--- src/rtl/seg7_pkg.sv ---
// -----------------------------------------------------------------------------
// seg7_pkg
// Shared definitions for the seven-segment display path.
//   - seg7_t          : active-high segment vector, bit 6 = A ... bit 0 = G
//   - SEG_A..SEG_DP   : bit positions of each segment inside the 8-bit
//                       cathode bus (A in bit 7 down to DP in bit 0)
//   - HEX_SEG7_TABLE  : 16-entry hex -> segment pattern table
//   - hex_seg7()      : table lookup helper
// -----------------------------------------------------------------------------
package seg7_pkg;

  // Active-high segment pattern, {A, B, C, D, E, F, G}.
  typedef logic [6:0] seg7_t;

  // Bit positions on the 8-bit cathode bus.
  localparam int unsigned SEG_A  = 7;
  localparam int unsigned SEG_B  = 6;
  localparam int unsigned SEG_C  = 5;
  localparam int unsigned SEG_D  = 4;
  localparam int unsigned SEG_E  = 3;
  localparam int unsigned SEG_F  = 2;
  localparam int unsigned SEG_G  = 1;
  localparam int unsigned SEG_DP = 0;

  // Standard hex glyphs. Letters render as A, b, C, d, E, F so that
  // b/d stay distinguishable from 8/0.
  localparam seg7_t HEX_SEG7_TABLE [0:15] = '{
    7'h7E,  // 0 : A B C D E F
    7'h30,  // 1 : B C
    7'h6D,  // 2 : A B D E G
    7'h79,  // 3 : A B C D G
    7'h33,  // 4 : B C F G
    7'h5B,  // 5 : A C D F G
    7'h5F,  // 6 : A C D E F G
    7'h70,  // 7 : A B C
    7'h7F,  // 8 : all
    7'h7B,  // 9 : A B C D F G
    7'h77,  // A : A B C E F G
    7'h1F,  // b : C D E F G
    7'h4E,  // C : A D E F
    7'h3D,  // d : B C D E G
    7'h4F,  // E : A D E F G
    7'h47   // F : A E F G
  };

  function automatic seg7_t hex_seg7(input logic [3:0] nibble);
    return HEX_SEG7_TABLE[nibble];
  endfunction

endpackage

--- src/rtl/hex_to_seg7.sv ---
// -----------------------------------------------------------------------------
// hex_to_seg7
// Purely combinational hex nibble to seven-segment decode.
// Ports:
//   i_nibble : 4-bit hex value
//   o_seg    : active-high segment pattern {A..G}
// -----------------------------------------------------------------------------
module hex_to_seg7
  import seg7_pkg::*;
(
  input  logic [3:0] i_nibble,
  output seg7_t      o_seg
);

  assign o_seg = hex_seg7(i_nibble);

endmodule

--- src/rtl/seven_segment_mux.sv ---
// -----------------------------------------------------------------------------
// seven_segment_mux
// Time-multiplexed driver for a common-anode seven-segment bank.
// Each digit owns a slot of REFRESH_DIV clocks; the first BLANK_CYCLES of a
// slot keep every anode off so the cathodes can settle without ghosting.
// Inside the on-window a free-running PWM counter gates the anode to set
// brightness. All display inputs are captured once per frame (digit 0, slot
// cycle 0) so a frame never mixes old and new values.
//
// Ports:
//   clk_in         : system clock
//   rst_in         : asynchronous active-high reset
//   val_in         : nibble i = hex value of digit i (digit 0 rightmost)
//   dp_in          : decimal point request per digit
//   digit_en_in    : 1 = digit may light
//   brightness_in  : PWM duty; all ones = full on, 0 = dark
//   lz_blank_in    : enable leading-zero blanking
//   cat_out        : active-low cathodes, [7]=A .. [1]=G, [0]=DP
//   an_out         : active-low anode per digit
//   digit_idx_out  : digit currently occupying the slot
//   frame_tick_out : one-cycle pulse when the digit index wraps to 0
//
// an_out, cat_out and digit_idx_out are registered and lag the internal
// counter state by one cycle; frame_tick_out is aligned with digit_idx_out.
// -----------------------------------------------------------------------------
module seven_segment_mux
  import seg7_pkg::*;
#(
  parameter int unsigned NUM_DIGITS   = 8,
  parameter int unsigned REFRESH_DIV  = 100000,
  parameter int unsigned BLANK_CYCLES = 16,
  parameter int unsigned BRIGHT_W     = 4,
  localparam int unsigned IDX_W       = (NUM_DIGITS > 1) ? $clog2(NUM_DIGITS) : 1
)
(
  input  logic                    clk_in,
  input  logic                    rst_in,
  input  logic [4*NUM_DIGITS-1:0] val_in,
  input  logic [NUM_DIGITS-1:0]   dp_in,
  input  logic [NUM_DIGITS-1:0]   digit_en_in,
  input  logic [BRIGHT_W-1:0]     brightness_in,
  input  logic                    lz_blank_in,
  output logic [7:0]              cat_out,
  output logic [NUM_DIGITS-1:0]   an_out,
  output logic [IDX_W-1:0]        digit_idx_out,
  output logic                    frame_tick_out
);

  localparam int unsigned         SLOT_W    = $clog2(REFRESH_DIV);
  localparam logic [SLOT_W-1:0]   SLOT_LAST = SLOT_W'(REFRESH_DIV - 1);
  localparam logic [SLOT_W-1:0]   SLOT_ON   = SLOT_W'(BLANK_CYCLES);
  localparam logic [IDX_W-1:0]    IDX_LAST  = IDX_W'(NUM_DIGITS - 1);

  // ---------------------------------------------------------------------------
  // State
  // ---------------------------------------------------------------------------
  logic [SLOT_W-1:0]       r_slot_cnt;
  logic [IDX_W-1:0]        r_digit_idx;
  logic [BRIGHT_W-1:0]     r_pwm_cnt;
  logic                    r_wrap_pend;

  logic [4*NUM_DIGITS-1:0] r_snap_val;
  logic [NUM_DIGITS-1:0]   r_snap_dp;
  logic [NUM_DIGITS-1:0]   r_snap_en;
  logic [BRIGHT_W-1:0]     r_snap_bright;
  logic                    r_snap_lz;

  logic [7:0]              r_cat;
  logic [NUM_DIGITS-1:0]   r_an;
  logic [IDX_W-1:0]        r_idx_out;
  logic                    r_frame_tick;

  // ---------------------------------------------------------------------------
  // Combinational signals
  // ---------------------------------------------------------------------------
  logic                    w_slot_wrap;
  logic                    w_capture;
  logic [4*NUM_DIGITS-1:0] w_val;
  logic [NUM_DIGITS-1:0]   w_dp;
  logic [NUM_DIGITS-1:0]   w_en;
  logic [BRIGHT_W-1:0]     w_bright;
  logic                    w_lz;
  logic [NUM_DIGITS-1:0]   w_upper_zero;
  logic [3:0]              w_nibble;
  logic                    w_dp_bit;
  logic                    w_en_bit;
  logic                    w_lz_zone;
  logic                    w_lz_blank;
  logic                    w_in_window;
  logic                    w_pwm_open;
  logic                    w_lit;
  seg7_t                   w_seg;
  seg7_t                   w_seg_shown;
  logic [7:0]              w_cat_next;
  logic [NUM_DIGITS-1:0]   w_an_next;

  assign w_slot_wrap = (r_slot_cnt == SLOT_LAST);
  assign w_capture   = (r_digit_idx == '0) && (r_slot_cnt == '0);

  // On the capture cycle the display path already sees the new inputs, so
  // the whole frame (including its very first cycle) uses one coherent set.
  assign w_val    = w_capture ? val_in        : r_snap_val;
  assign w_dp     = w_capture ? dp_in         : r_snap_dp;
  assign w_en     = w_capture ? digit_en_in   : r_snap_en;
  assign w_bright = w_capture ? brightness_in : r_snap_bright;
  assign w_lz     = w_capture ? lz_blank_in   : r_snap_lz;

  // ---------------------------------------------------------------------------
  // Slot / digit / PWM counters
  // ---------------------------------------------------------------------------
  always_ff @(posedge clk_in or posedge rst_in) begin
    if (rst_in) begin
      r_slot_cnt  <= '0;
      r_digit_idx <= '0;
      r_pwm_cnt   <= '0;
      r_wrap_pend <= 1'b0;
    end else begin
      r_pwm_cnt   <= r_pwm_cnt + BRIGHT_W'(1);
      // Marks the edge at which the index returns to 0; the tick output is
      // delayed one more cycle to line up with digit_idx_out.
      r_wrap_pend <= w_slot_wrap && (r_digit_idx == IDX_LAST);
      if (w_slot_wrap) begin
        r_slot_cnt  <= '0;
        r_digit_idx <= (r_digit_idx == IDX_LAST) ? '0 : r_digit_idx + IDX_W'(1);
      end else begin
        r_slot_cnt  <= r_slot_cnt + SLOT_W'(1);
      end
    end
  end

  // ---------------------------------------------------------------------------
  // Frame snapshot
  // ---------------------------------------------------------------------------
  always_ff @(posedge clk_in or posedge rst_in) begin
    if (rst_in) begin
      r_snap_val    <= '0;
      r_snap_dp     <= '0;
      r_snap_en     <= '0;
      r_snap_bright <= '0;
      r_snap_lz     <= 1'b0;
    end else if (w_capture) begin
      r_snap_val    <= val_in;
      r_snap_dp     <= dp_in;
      r_snap_en     <= digit_en_in;
      r_snap_bright <= brightness_in;
      r_snap_lz     <= lz_blank_in;
    end
  end

  // ---------------------------------------------------------------------------
  // Digit selection and leading-zero detection
  // ---------------------------------------------------------------------------
  // w_upper_zero[i] is set when nibbles i..NUM_DIGITS-1 are all zero.
  always_comb begin
    w_upper_zero = '0;
    for (int i = 0; i < int'(NUM_DIGITS); i++) begin
      w_upper_zero[i] = ((w_val >> (4 * i)) == '0);
    end
  end

  always_comb begin
    w_nibble  = 4'h0;
    w_dp_bit  = 1'b0;
    w_en_bit  = 1'b0;
    w_lz_zone = 1'b0;
    for (int i = 0; i < int'(NUM_DIGITS); i++) begin
      if (r_digit_idx == IDX_W'(i)) begin
        w_nibble  = w_val[4*i +: 4];
        w_dp_bit  = w_dp[i];
        w_en_bit  = w_en[i];
        // Digit 0 always shows its value, even when everything is zero.
        w_lz_zone = (i != 0) && w_upper_zero[i];
      end
    end
  end

  assign w_lz_blank = w_lz && w_lz_zone;

  hex_to_seg7 u_hex_to_seg7 (
    .i_nibble (w_nibble),
    .o_seg    (w_seg)
  );

  // ---------------------------------------------------------------------------
  // Lit decision and next output values
  // ---------------------------------------------------------------------------
  assign w_in_window = (r_slot_cnt >= SLOT_ON);
  assign w_pwm_open  = (&w_bright) || (r_pwm_cnt < w_bright);

  // A leading-zero-blanked digit may still light to show its DP alone.
  assign w_lit       = w_en_bit && w_in_window && w_pwm_open &&
                       (!w_lz_blank || w_dp_bit);
  assign w_seg_shown = w_lz_blank ? '0 : w_seg;
  assign w_cat_next  = w_lit ? ~{w_seg_shown, w_dp_bit} : 8'hFF;

  always_comb begin
    w_an_next = '1;
    for (int i = 0; i < int'(NUM_DIGITS); i++) begin
      w_an_next[i] = !(w_lit && (r_digit_idx == IDX_W'(i)));
    end
  end

  // ---------------------------------------------------------------------------
  // Output registers
  // ---------------------------------------------------------------------------
  always_ff @(posedge clk_in or posedge rst_in) begin
    if (rst_in) begin
      r_cat        <= 8'hFF;
      r_an         <= '1;
      r_idx_out    <= '0;
      r_frame_tick <= 1'b0;
    end else begin
      r_cat        <= w_cat_next;
      r_an         <= w_an_next;
      r_idx_out    <= r_digit_idx;
      r_frame_tick <= r_wrap_pend;
    end
  end

  assign cat_out        = r_cat;
  assign an_out         = r_an;
  assign digit_idx_out  = r_idx_out;
  assign frame_tick_out = r_frame_tick;

endmodule

--- config.mk ---
export PLATFORM = sky130hd
export DESIGN_NAME = seven_segment_mux
export DESIGN_NICKNAME = d
export VERILOG_FILES = /design/src/rtl/seg7_pkg.sv /design/src/rtl/hex_to_seg7.sv /design/src/rtl/seven_segment_mux.sv
export SDC_FILE = /design/constraint.sdc
export NUM_CORES = 1
export LEC_CHECK = 0
export ABC_AREA = 1
export CAP_MARGIN = 20
export CORE_MARGIN = 10
export CORE_UTILIZATION = 40
export DETAILED_ROUTE_END_ITERATION = 10
export PLACE_DENSITY = 0.71
export SETUP_SLACK_MARGIN = 0.02
export SYNTH_ARGS = -nofsm -noshare
export SYNTH_HDL_FRONTEND = slang
export SYNTH_SLANG_ARGS = --single-unit
--- constraint.sdc ---
create_clock -name clk_in -period 3 [get_ports clk_in]
set_input_delay 0.6 -clock clk_in [delete_from_list [all_inputs] [get_ports clk_in]]
set_output_delay 0.6 -clock clk_in [all_outputs]
set_load 0.02 [all_outputs]
# Yosys cells after proc, flatten, opt, wreduce, memory -nomap -nowiden
# Memories as Yosys holds them, arrays and structs flattened.
# Index checks and enable logic that the tools add are counted.
[totals]
regBits = 98
romBits = 112
in_bits = 55
elab_cells = 107
mem_count = 1
[memory_table]
columns = ["memory", "words", "width", "read_ports", "rd_clocked_by_memory_dff", "wr", "line", "source"]
rows = [
  ["(no name shown)", 16, 7, 1, 0, 0, "seg7_pkg.sv:47", "return HEX_SEG7_TABLE[nibble];"],
]
[op_classes]
n_addsub = 3
order_cmp = 3
eq_ne = 8
muxes = 42
bitwise_logic = 2
n_reduce_logical = 35
[op_table]
columns = ["cell", "count"]
rows = [
  ["32-bit logical NOT", 7],
  ["4-bit 2-to-1 mux", 9],
  ["32-bit 2-to-1 mux", 1],
  ["1-bit 2-to-1 mux", 24],
  ["8-bit 2-to-1 mux", 3],
  ["7-bit 2-to-1 mux", 3],
  ["17-bit by 1-bit adder with 17-bit output, second input constant", 1],
  ["17-bit equality test, second input constant", 1],
  ["17-bit by 5-bit greater-or-equal comparator with 1-bit output, second input constant", 1],
  ["17-bit logical NOT", 1],
  ["17-bit 2-to-1 mux", 1],
  ["1-bit logical AND", 14],
  ["3-bit equality test, second input constant", 4],
  ["1-bit logical NOT", 9],
  ["8-bit NOT", 1],
  ["3-bit by 2-bit equality test with 1-bit output, second input constant", 2],
  ["5-bit greater-or-equal comparator, second input constant", 1],
  ["4-bit NOT with 5-bit output", 1],
  ["4-bit by 1-bit adder with 4-bit output, second input constant", 1],
  ["4-bit < comparator", 1],
  ["4-bit AND reduction", 1],
  ["3-bit by 1-bit adder with 3-bit output, second input constant", 1],
  ["3-bit by 1-bit equality test with 1-bit output, second input constant", 1],
  ["3-bit logical NOT", 1],
  ["2 further kinds", 3],
]

# Longest topological paths before layout
# Gate-level depths: netlist (run 1).
[logic_depth]
word_depth = 18
mapped_depth = 23
mapped_depth_nobuf = 23

# Modules after synthesis
# Synthesis (run 1) repeated with hierarchy kept, for this count alone.
[unflattened]
hier_cells = 630
hier_area_um2 = 5084.9
[by_module_without_submodules]
columns = ["module", "instances", "cells_per_inst", "area_per_inst_um2", "seq_area_each_um2"]
rows = [
  ["seven_segment_mux", 1, 578, 4814.6, 2472.4],
  ["hex_to_seg7", 1, 52, 270.3, 0.0],
]

# Worst setup path before layout (run 1)
# No wires, ideal clock.
[synth_timing]
path_type = "flip-flop to flip-flop"
start = "register r_digit_idx[0]"
end = "register r_an[0] (netlist: an_out[0])"
setup_time_ps = 86
arrival_ps = 2630
required_time_ps = 2914
path_slack_ps = 284
path_stages_with_launch = 22
synth_period_minus_slack_ps = 2716
path_cell_list = "dfrtp_1 inv_1 ha_1 nand2_2 nor2_4 nand3_4 inv_4 buf_6 buf_6 nand2_1 nand2_2 inv_1 ha_1 o21ai_0 nand2_1 nand3_1 nand2_1 nand2_1 o211ai_2 a21oi_4 buf_6 nand3_1"
[synth_via]
word_cells_on_any_way = 55
classes_between = "order compare: 1; eq/ne: 7; mux: 28; reduce/logical: 19"
[synth_rtl]
columns = ["element", "line", "source"]
rows = [
  ["from (decl)", "seven_segment_mux.sv:58", "logic [IDX_W-1:0] r_digit_idx;"],
  ["from (signal assigned)", "seven_segment_mux.sv:124", "r_digit_idx <= (r_digit_idx == IDX_LAST) ? '0 : r_digit_idx + IDX_W'(1);"],
  ["3-bit logical NOT (*)", "seven_segment_mux.sv:98", "assign w_capture = (r_digit_idx == '0) && (r_slot_cnt == '0);"],
  ["1-bit logical AND (*)", "seven_segment_mux.sv:98", ""],
  ["4-bit 2-to-1 mux (*)", "--", ""],
  ["via w_bright[1]", "seven_segment_mux.sv:81", "logic [BRIGHT_W-1:0] w_bright;"],
  ["4-bit < comparator / 4-bit AND reduction (equally long branches)", "seven_segment_mux.sv:188", "assign w_pwm_open = (&w_bright) || (r_pwm_cnt < w_bright);"],
  ["1-bit logical OR (*)", "seven_segment_mux.sv:188", ""],
  ["1-bit logical AND (*) (2 in series)", "seven_segment_mux.sv:191", "assign w_lit = w_en_bit && w_in_window && w_pwm_open &&"],
  ["1-bit logical AND (*)", "seven_segment_mux.sv:199", "w_an_next[i] = !(w_lit && (r_digit_idx == IDX_W'(i)));"],
  ["1-bit logical NOT (*)", "seven_segment_mux.sv:199", ""],
  ["via w_an_next[0]", "seven_segment_mux.sv:95", "logic [NUM_DIGITS-1:0] w_an_next;"],
  ["to (signal assigned)", "seven_segment_mux.sv:214", "r_an <= w_an_next;"],
  ["to (decl)", "seven_segment_mux.sv:69", "logic [NUM_DIGITS-1:0] r_an;"],
]
# The timed path passes the listed nets; every way through them passes the cells marked *.
# A chain may end at the register's enable or synchronous reset.

# Worst setup path in the final report (run 1)
[layout_timing]
start = "register r_digit_idx[0]"
end = "register r_cat[4] (netlist: cat_out[4])"
[layout_via]
word_cells_on_any_way = 68
classes_between = "order compare: 1; eq/ne: 7; mux: 40; bitwise: 2; reduce/logical: 17; memory: 1"
[layout_rtl]
columns = ["element", "line", "source"]
rows = [
  ["3-bit logical NOT (*)", "seven_segment_mux.sv:98", ""],
  ["1-bit logical AND (*)", "seven_segment_mux.sv:98", ""],
  ["32-bit 2-to-1 mux (*)", "--", ""],
  ["via w_val[24]", "seven_segment_mux.sv:78", "logic [4*NUM_DIGITS-1:0] w_val;"],
  ["32-bit logical NOT", "seven_segment_mux.sv:157", "w_upper_zero[i] = ((w_val >> (4 * i)) == '0);"],
  ["1-bit 2-to-1 mux (7 in series)", "seven_segment_mux.sv:167", "if (r_digit_idx == IDX_W'(i)) begin"],
  ["1-bit logical AND", "seven_segment_mux.sv:177", "assign w_lz_blank = w_lz && w_lz_zone;"],
  ["1-bit logical NOT", "seven_segment_mux.sv:192", "(!w_lz_blank || w_dp_bit);"],
  ["1-bit logical OR", "seven_segment_mux.sv:192", ""],
  ["1-bit logical AND", "seven_segment_mux.sv:191", ""],
  ["8-bit 2-to-1 mux (*)", "seven_segment_mux.sv:194", "assign w_cat_next = w_lit ? ~{w_seg_shown, w_dp_bit} : 8'hFF;"],
  ["via w_cat_next[4]", "seven_segment_mux.sv:94", "logic [7:0] w_cat_next;"],
  ["to (signal assigned)", "seven_segment_mux.sv:213", "r_cat <= w_cat_next;"],
  ["to (decl)", "seven_segment_mux.sv:68", "logic [7:0] r_cat;"],
]
# The timed path passes the listed nets; every way through them passes the cells marked *. The select of a mux whose other input is x is not followed.

==> flow_summary.yaml, run 1 <==
logic_synthesis:
  synth.most_common_cell: "nand2_1"
  synth_top_cell_by_area: "dfrtp_1"
  ys_ff_latch: 98
  async_flop_share: 1.00
  netlist_top_cells_area: "dfrtp_1 39%, nand2_1 16%, dfstp_2 8.0%, inv_1 6.4%, ha_1 4.3%"
  synthFlopType: "dfrtp_1"
  avgSynthCellArea_um2: 7.82
  mappedNetlistArea_mm2: 0.00525
  synth_cell_types: 38
  synthCells: 671
  ys_seq_area_frac: 0.471
  synth_edf_count: 0
  synth_top_area_share: 0.391
  synth_common_cells: "230 x nand2_1, 90 x inv_1, 82 x dfrtp_1"
  yosysWarnings: 0
  syn_nets: 744
floorplanning:
  core-area_mm2: 0.0127
  fp.dieW_um: 135
  start_util: 0.412
  rows: 41
  die_area_mm2: 0.0181
  die_h_um: 135
  boundaryPins: 75
cts:
  cts_root_buf: "clkbuf_16"
  clkTransAtPathRegs_ns: 0.07
  clkLatencyLatePin_ns: 0.36
  clk_path_buf_depth: 2
  numCtsBuffers: 9
  cts_tree: "yes"
  cts_sinks: 98
  cts-htree-levels: 3
  postCtsHoldBufs: 0
route:
  wl_per_cell_um: 14.1
  drt-pass1-iter-count: 5
  num_vias: 4465
  drt_iter0_markers: 291
  drc: 0
  viasPerCell: 4.75
  ant_nets: 0
  routed_wl_mm: 13.2
global_routing:
  gr-total-overflow: 0
  track_usage: 0.150
  grt_max_degree: 99
  antenna_found_initial: 0
  grt_pass1_vias: 4489
  grt_pass1_wl_mm: 22.0
placement:
  place.gp.congestion: 0.898
  port_buffers: 74
  hpwl_mm: 9.87
  place_area_mm2: 0.00622
final_layout:
  fin_util: 0.522
  drive_gt1_frac: 0.121
  postLayoutCellArea_mm2: 0.00664
  syn_to_final_growth_pct: 26.5
  antenna_cells_inserted: 0
  nets: 836
sta:
  fmax_ghz: 0.370
  setup-tns-final_ns: 0
  slew_headroom: 0.653
  hold_viol: 0
  tightestPinTransition_ns: 0.520
  finClkSkew_ns: 0.00949
  setup_viol: 0
  slew_viol_final: 0
  finalCritPeriodShare: 0.901
  fin_crit_ns: 2.70
  rsz0062_at_grt: "no"
power_and_ir_drop:
  p_leak_nw: 3.27
  ir_drop_mv: 0.203
  power_density_mw_per_mm2: 433
run_status:
  status: "completed"
worst_setup_path:
  worst-setup-path-type: "flop to flop"
  critPathArrivalTime_ns: 3.00
  crit_path_start_kind: "flop"
  crit_fanout: 8
  crit_required_ns: 3.29
  end_kind: "flop"
run:
  maxCapViolations: 0
worst_hold_path:
  worst_hold_path_type: "flop to flop"
[through the flow]
| stage | hold WS, ns | setup WS [ns] | instances | power [mW] |
|---|---|---|---|---|
| detailed placement | 0.338 | 0.113 | 920 | 1.68 |
| finish | 0.350 | 0.298 | 940 | 2.87 |
| CTS | 0.353 | 0.116 | 937 | 2.90 |
| floorplan | 0.331 | 0.284 | 671 | 1.55 |
| global placement | 0.343 | 0.196 | 920 | 1.68 |
| global route | 0.380 | 0.0216 | 940 | 2.98 |
[power breakdown]
part / total [mW] / switching (mW) / leakage (nW) / internal [mW]
registers: 1.39 / 0.0133 / 1.17 / 1.37
clock network: 1.22 / 0.500 / 0.152 / 0.717
logic: 0.271 / 0.140 / 1.95 / 0.131
total: 2.87 / 0.654 / 3.27 / 2.22
[worst paths after layout]
check	cells past startpoint	startpoint	end	slack [ns]
setup / recovery	18	r_digit_idx[0]$_DFFE_PP0N_	cat_out[4]$_DFF_PP1_	0.30
hold / removal	0	r_wrap_pend$_DFF_PP0_	frame_tick_out$_DFF_PP0_	0.35
setup reg to reg	18	r_digit_idx[0]$_DFFE_PP0N_	cat_out[4]$_DFF_PP1_	0.30
hold reg to reg	0	r_wrap_pend$_DFF_PP0_	frame_tick_out$_DFF_PP0_	0.35
max in group asynchronous	3	rst_in	an_out[6]$_DFF_PP1_	1.85
min in group asynchronous	3	rst_in	r_snap_val[2]$_DFF_PP0_	0.74
[final cells by class]
class	count	area [um^2]
Tap cell	172	215
Sequential cell	98	2470
Timing Repair Buffer	92	917
Clock buffer	13	270
Multi-Input combinational cell	468	2350
Fill cell	1236	6090
Inverter	94	369
Clock inverter	3	46.3
[registers in the layout (all words and copies together) (netlist names)]
| signal | flops |
|---|---|
| cat_out | 8 |
| r_snap_val | 32 |
| r_wrap_pend | 1 |
| r_snap_bright | 4 |
| digit_idx_out | 3 |
| r_pwm_cnt | 4 |
| r_slot_cnt | 17 |
| r_snap_dp | 8 |
| an_out | 8 |
| frame_tick_out | 1 |
| r_digit_idx | 3 |
| r_snap_en | 8 |
| r_snap_lz | 1 |
[cells by family after synthesis]
group / Yosys count / share of synthesized area
XOR/XNOR: 4 / 0.00668
flip-flops: 98 / 0.471
adder cells (fa/ha/maj): 18 / 0.0429
AND/OR/NAND/NOR: 383 / 0.321
buffers and inverters: 105 / 0.0880
AO/OA/AOI/OAI: 63 / 0.0699
[cells in the final DEF (no fill, tap or decap), types with 4 or more instances in the layout]
| cell type | n |
|---|---|
| o21ai_0 | 19 |
| clkdlybuf4s50_1 | 74 |
| nand4_1 | 14 |
| inv_1 | 89 |
| o21ai_1 | 4 |
| nand3_1 | 45 |
| nand2_1 | 229 |
| nand2_2 | 24 |
| nor2_1 | 44 |
| nor3_1 | 8 |
| dfrtp_1 | 82 |
| clkbuf_16 | 9 |
| a21oi_1 | 29 |
| buf_4 | 14 |
| dfstp_2 | 16 |
| and2_1 | 6 |
| ha_1 | 16 |
[critical path: stages, from the launching register on]
cell	delay, ns
dfrtp_1	0.38
inv_1	0.11
ha_4	0.15
nand2_2	0.09
nor2_4	0.15
nand3_4	0.15
buf_4	0.18
buf_4	0.16
nand2_1	0.06
nand2_1	0.11
o21ai_0	0.16
inv_1	0.10
a21oi_4	0.23
ha_1	0.26
nand2_1	0.08
o21ai_0	0.08
nand2_1	0.06
nand2_1	0.05
nand3_1	0.07
[timing repair]
action	in CTS	in global routing
setup endpoints to repair	1	16
endpoints found under the hold margin	0	0
gates cloned	0	0
resized for setup	0	13
setup buffers	1	3
pin swaps	0	1
[metal layers]
layer / GRT usage / up-vias / routed length, um
li1: - / 2290 / -
met1: 0.196 / 2072 / 6260
met2: 0.244 / 92 / 6210
met3: 0.0319 / 11 / 551
met4: 0.0466 / 0 / 182
met5: 0 / - / 0
(Power assumes the default switching activity.)
==> run 2, diff against run 1 <==
--- a/config.mk
+++ b/config.mk
@@ -7,9 +7,10 @@
 export LEC_CHECK = 0
 export ABC_AREA = 1
 export CAP_MARGIN = 20
-export CORE_MARGIN = 10
+export CORE_MARGIN = 3
 export CORE_UTILIZATION = 40
 export DETAILED_ROUTE_END_ITERATION = 10
+export GPL_TIMING_DRIVEN = 0
 export PLACE_DENSITY = 0.71
 export SETUP_SLACK_MARGIN = 0.02
 export SYNTH_ARGS = -nofsm -noshare
==> flow_summary.yaml, run 2 (synthesis gave the netlist of run 1 again) <==
floorplanning:
  rows: 41
  die_area_mm2: 0.0145
  fp.dieW_um: 121
  die_h_um: 121
  core-area_mm2: 0.0127
  boundaryPins: 75
  start_util: 0.412
final_layout:
  final_common_cell: "nand2_1"
  fin_util: 0.542
  antenna_cells_inserted: 0
  largest_register_ffs: 32
  syn_to_final_growth_pct: 31.5
  fill_cells: 1190
  postLayoutCellArea_mm2: 0.00690
  nets: 868
  multiInputGateArea_mm2: 0.00239
  seq_area_mm2: 0.00248
  drive_gt1_frac: 0.174
  reg_top3: "r_snap_val: 32 flops, r_slot_cnt: 17 flops"
  top_register: "r_snap_val"
  mostFrequentLayoutCells: "223 x nand2_1, 86 x inv_1, 79 x dfrtp_1"
cts:
  cts-htree-levels: 3
  numCtsBuffers: 9
  cts_root_buf: "clkbuf_16"
  clk_path_buf_depth: 2
  cts_sinks: 98
  postCtsHoldBufs: 0
  clkTransAtPathRegs_ns: 0.06
  clkLatencyLatePin_ns: 0.35
  cts_tree: "yes"
worst_setup_path:
  cp_num_buf_inv: 6
  reg2regPathDepth: 19
  crit_path_start_kind: "flop"
  crit_fanout: 10
  r2r-end: "an_out[7]$_DFF_PP1_"
  r2r_slack_ns: 0.17
  crit_chain: "inv_2 -> ha_4 -> nand2_4 -> nor2_4 -> nand3_4 -> inv_4 -> buf_8 -> buf_8 -> nand2_1 -> nand2_2 -> inv_1 -> ha_1 -> a21oi_1 -> nand2_1 -> nand2_2 -> o211ai_2 -> a21oi_4 -> buf_4 -> nand3_1"
  crit_required_ns: 3.26
  endpoint: "an_out[7]$_DFF_PP1_"
  crit_start: "r_digit_idx[1]$_DFFE_PP0N_"
  max_stage_delay_ns: 0.43
  critPathSlowestCell: "dfrtp_1"
  critical-path-top-delay-family: "simple AND/OR/NAND/NOR gates"
  end_kind: "flop"
  path_depth: 19
  worst-setup-path-type: "flop to flop"
  rr_startpoint: "r_digit_idx[1]$_DFFE_PP0N_"
  critPathArrivalTime_ns: 3.09
sta:
  finalCritPeriodShare: 0.942
  hold_viol: 0
  holdWs_ns: 0.348
  rsz0062_at_grt: "yes"
  slew_headroom: 0.553
  fmax_ghz: 0.354
  setup_viol: 0
  fin_crit_ns: 2.83
  finClkSkew_ns: 0.00834
  slew_viol_final: 0
  tightestPinTransition_ns: 0.664
route:
  drc: 0
  wl_per_cell_um: 13.8
  routed_wl_mm: 13.4
  drt-pass1-iter-count: 5
  ant_nets: 0
  drt_iter0_markers: 304
  num_vias: 4644
  viasPerCell: 4.78
global_routing:
  grt_pass1_wl_mm: 21.3
  track_usage: 0.184
  grt_max_degree: 44
  grt_pass1_vias: 4356
  gr-total-overflow: 0
  antenna_found_initial: 0
power_and_ir_drop:
  ir_drop_mv: 0.244
  power_density_mw_per_mm2: 402
  p_leak_nw: 3.41
placement:
  hpwl_mm: 9.44
  port_buffers: 74
  place_area_mm2: 0.00625
  place.gp.congestion: 0.860
run:
  maxCapViolations: 0
worst_hold_path:
  worst_hold_path_type: "flop to flop"
run_status:
  status: "completed"
[run 2: cell types whose count changed in the layout (fill, tap and decap cells not counted), sizes merged]
cell	change
nor2	+1
buf	+29
bufinv	-1
clkbuf	+2
clkinvlp	+1
clkinv	-1
inv	+1
[run 2: power breakdown]
part	switching, mW	total (mW)	internal (mW)
Clock	0.493	1.10	0.610
Combinational	0.147	0.285	0.138
Sequential	0.0125	1.39	1.37
[run 2: how the worst min path moves through the flow]
stage                                from                  endpoint  slack, ns  cells past startpoint
floorplan           r_wrap_pend$_DFF_PP0_  frame_tick_out$_DFF_PP0_       0.33                      0
global placement    r_wrap_pend$_DFF_PP0_  frame_tick_out$_DFF_PP0_       0.33                      0
detailed placement  r_wrap_pend$_DFF_PP0_  frame_tick_out$_DFF_PP0_       0.34                      0
CTS                 r_wrap_pend$_DFF_PP0_  frame_tick_out$_DFF_PP0_       0.35                      0
global route        r_wrap_pend$_DFF_PP0_  frame_tick_out$_DFF_PP0_       0.37                      0
finish              r_wrap_pend$_DFF_PP0_  frame_tick_out$_DFF_PP0_       0.35                      0
[run 2: area by class of cell]
cell class              instances  share of cell area
repair buffers                112               0.153
multi-input cells             469               0.347
inverters                      94              0.0520
flip-flops and latches         98               0.359
clock buffers                  13              0.0377
plain buffers                  11              0.0176
well taps                     172              0.0312
clock inverters                 3             0.00345
[run 2: through the flow]
| stage | instances | setup slack (ns) | power (mW) | TNS (ns) |
|---|---|---|---|---|
| 2_1_floorplan | 671 | 0.284 | 1.55 | 0 |
| 3_3_place_gp | 917 | -0.282 | 1.67 | -3.47 |
| 3_5_place_dp | 920 | -0.281 | 1.68 | -3.39 |
| 4_1_cts | 943 | 0.0236 | 2.79 | 0 |
| 5_1_grt | 972 | -0.0199 | 2.89 | -0.0354 |
| 6_report | 972 | 0.173 | 2.77 | 0 |
[run 2: timing repair]
item | CTS | global route
buffers inserted | 7 | 27
setup endpoints to repair | 16 | 16
gates resized for setup | 2 | 30
gates cloned | 0 | 2
pin swaps | 1 | 10
[run 2: metal layers]
layer  track usage  vias to the layer above  share of wire
met3        0.0486                       16          0.052
li1              -                     2353              -
met1         0.248                     2154           0.45
met4        0.0460                        0          0.015
met5             0                        -              0
met2         0.298                      121           0.48
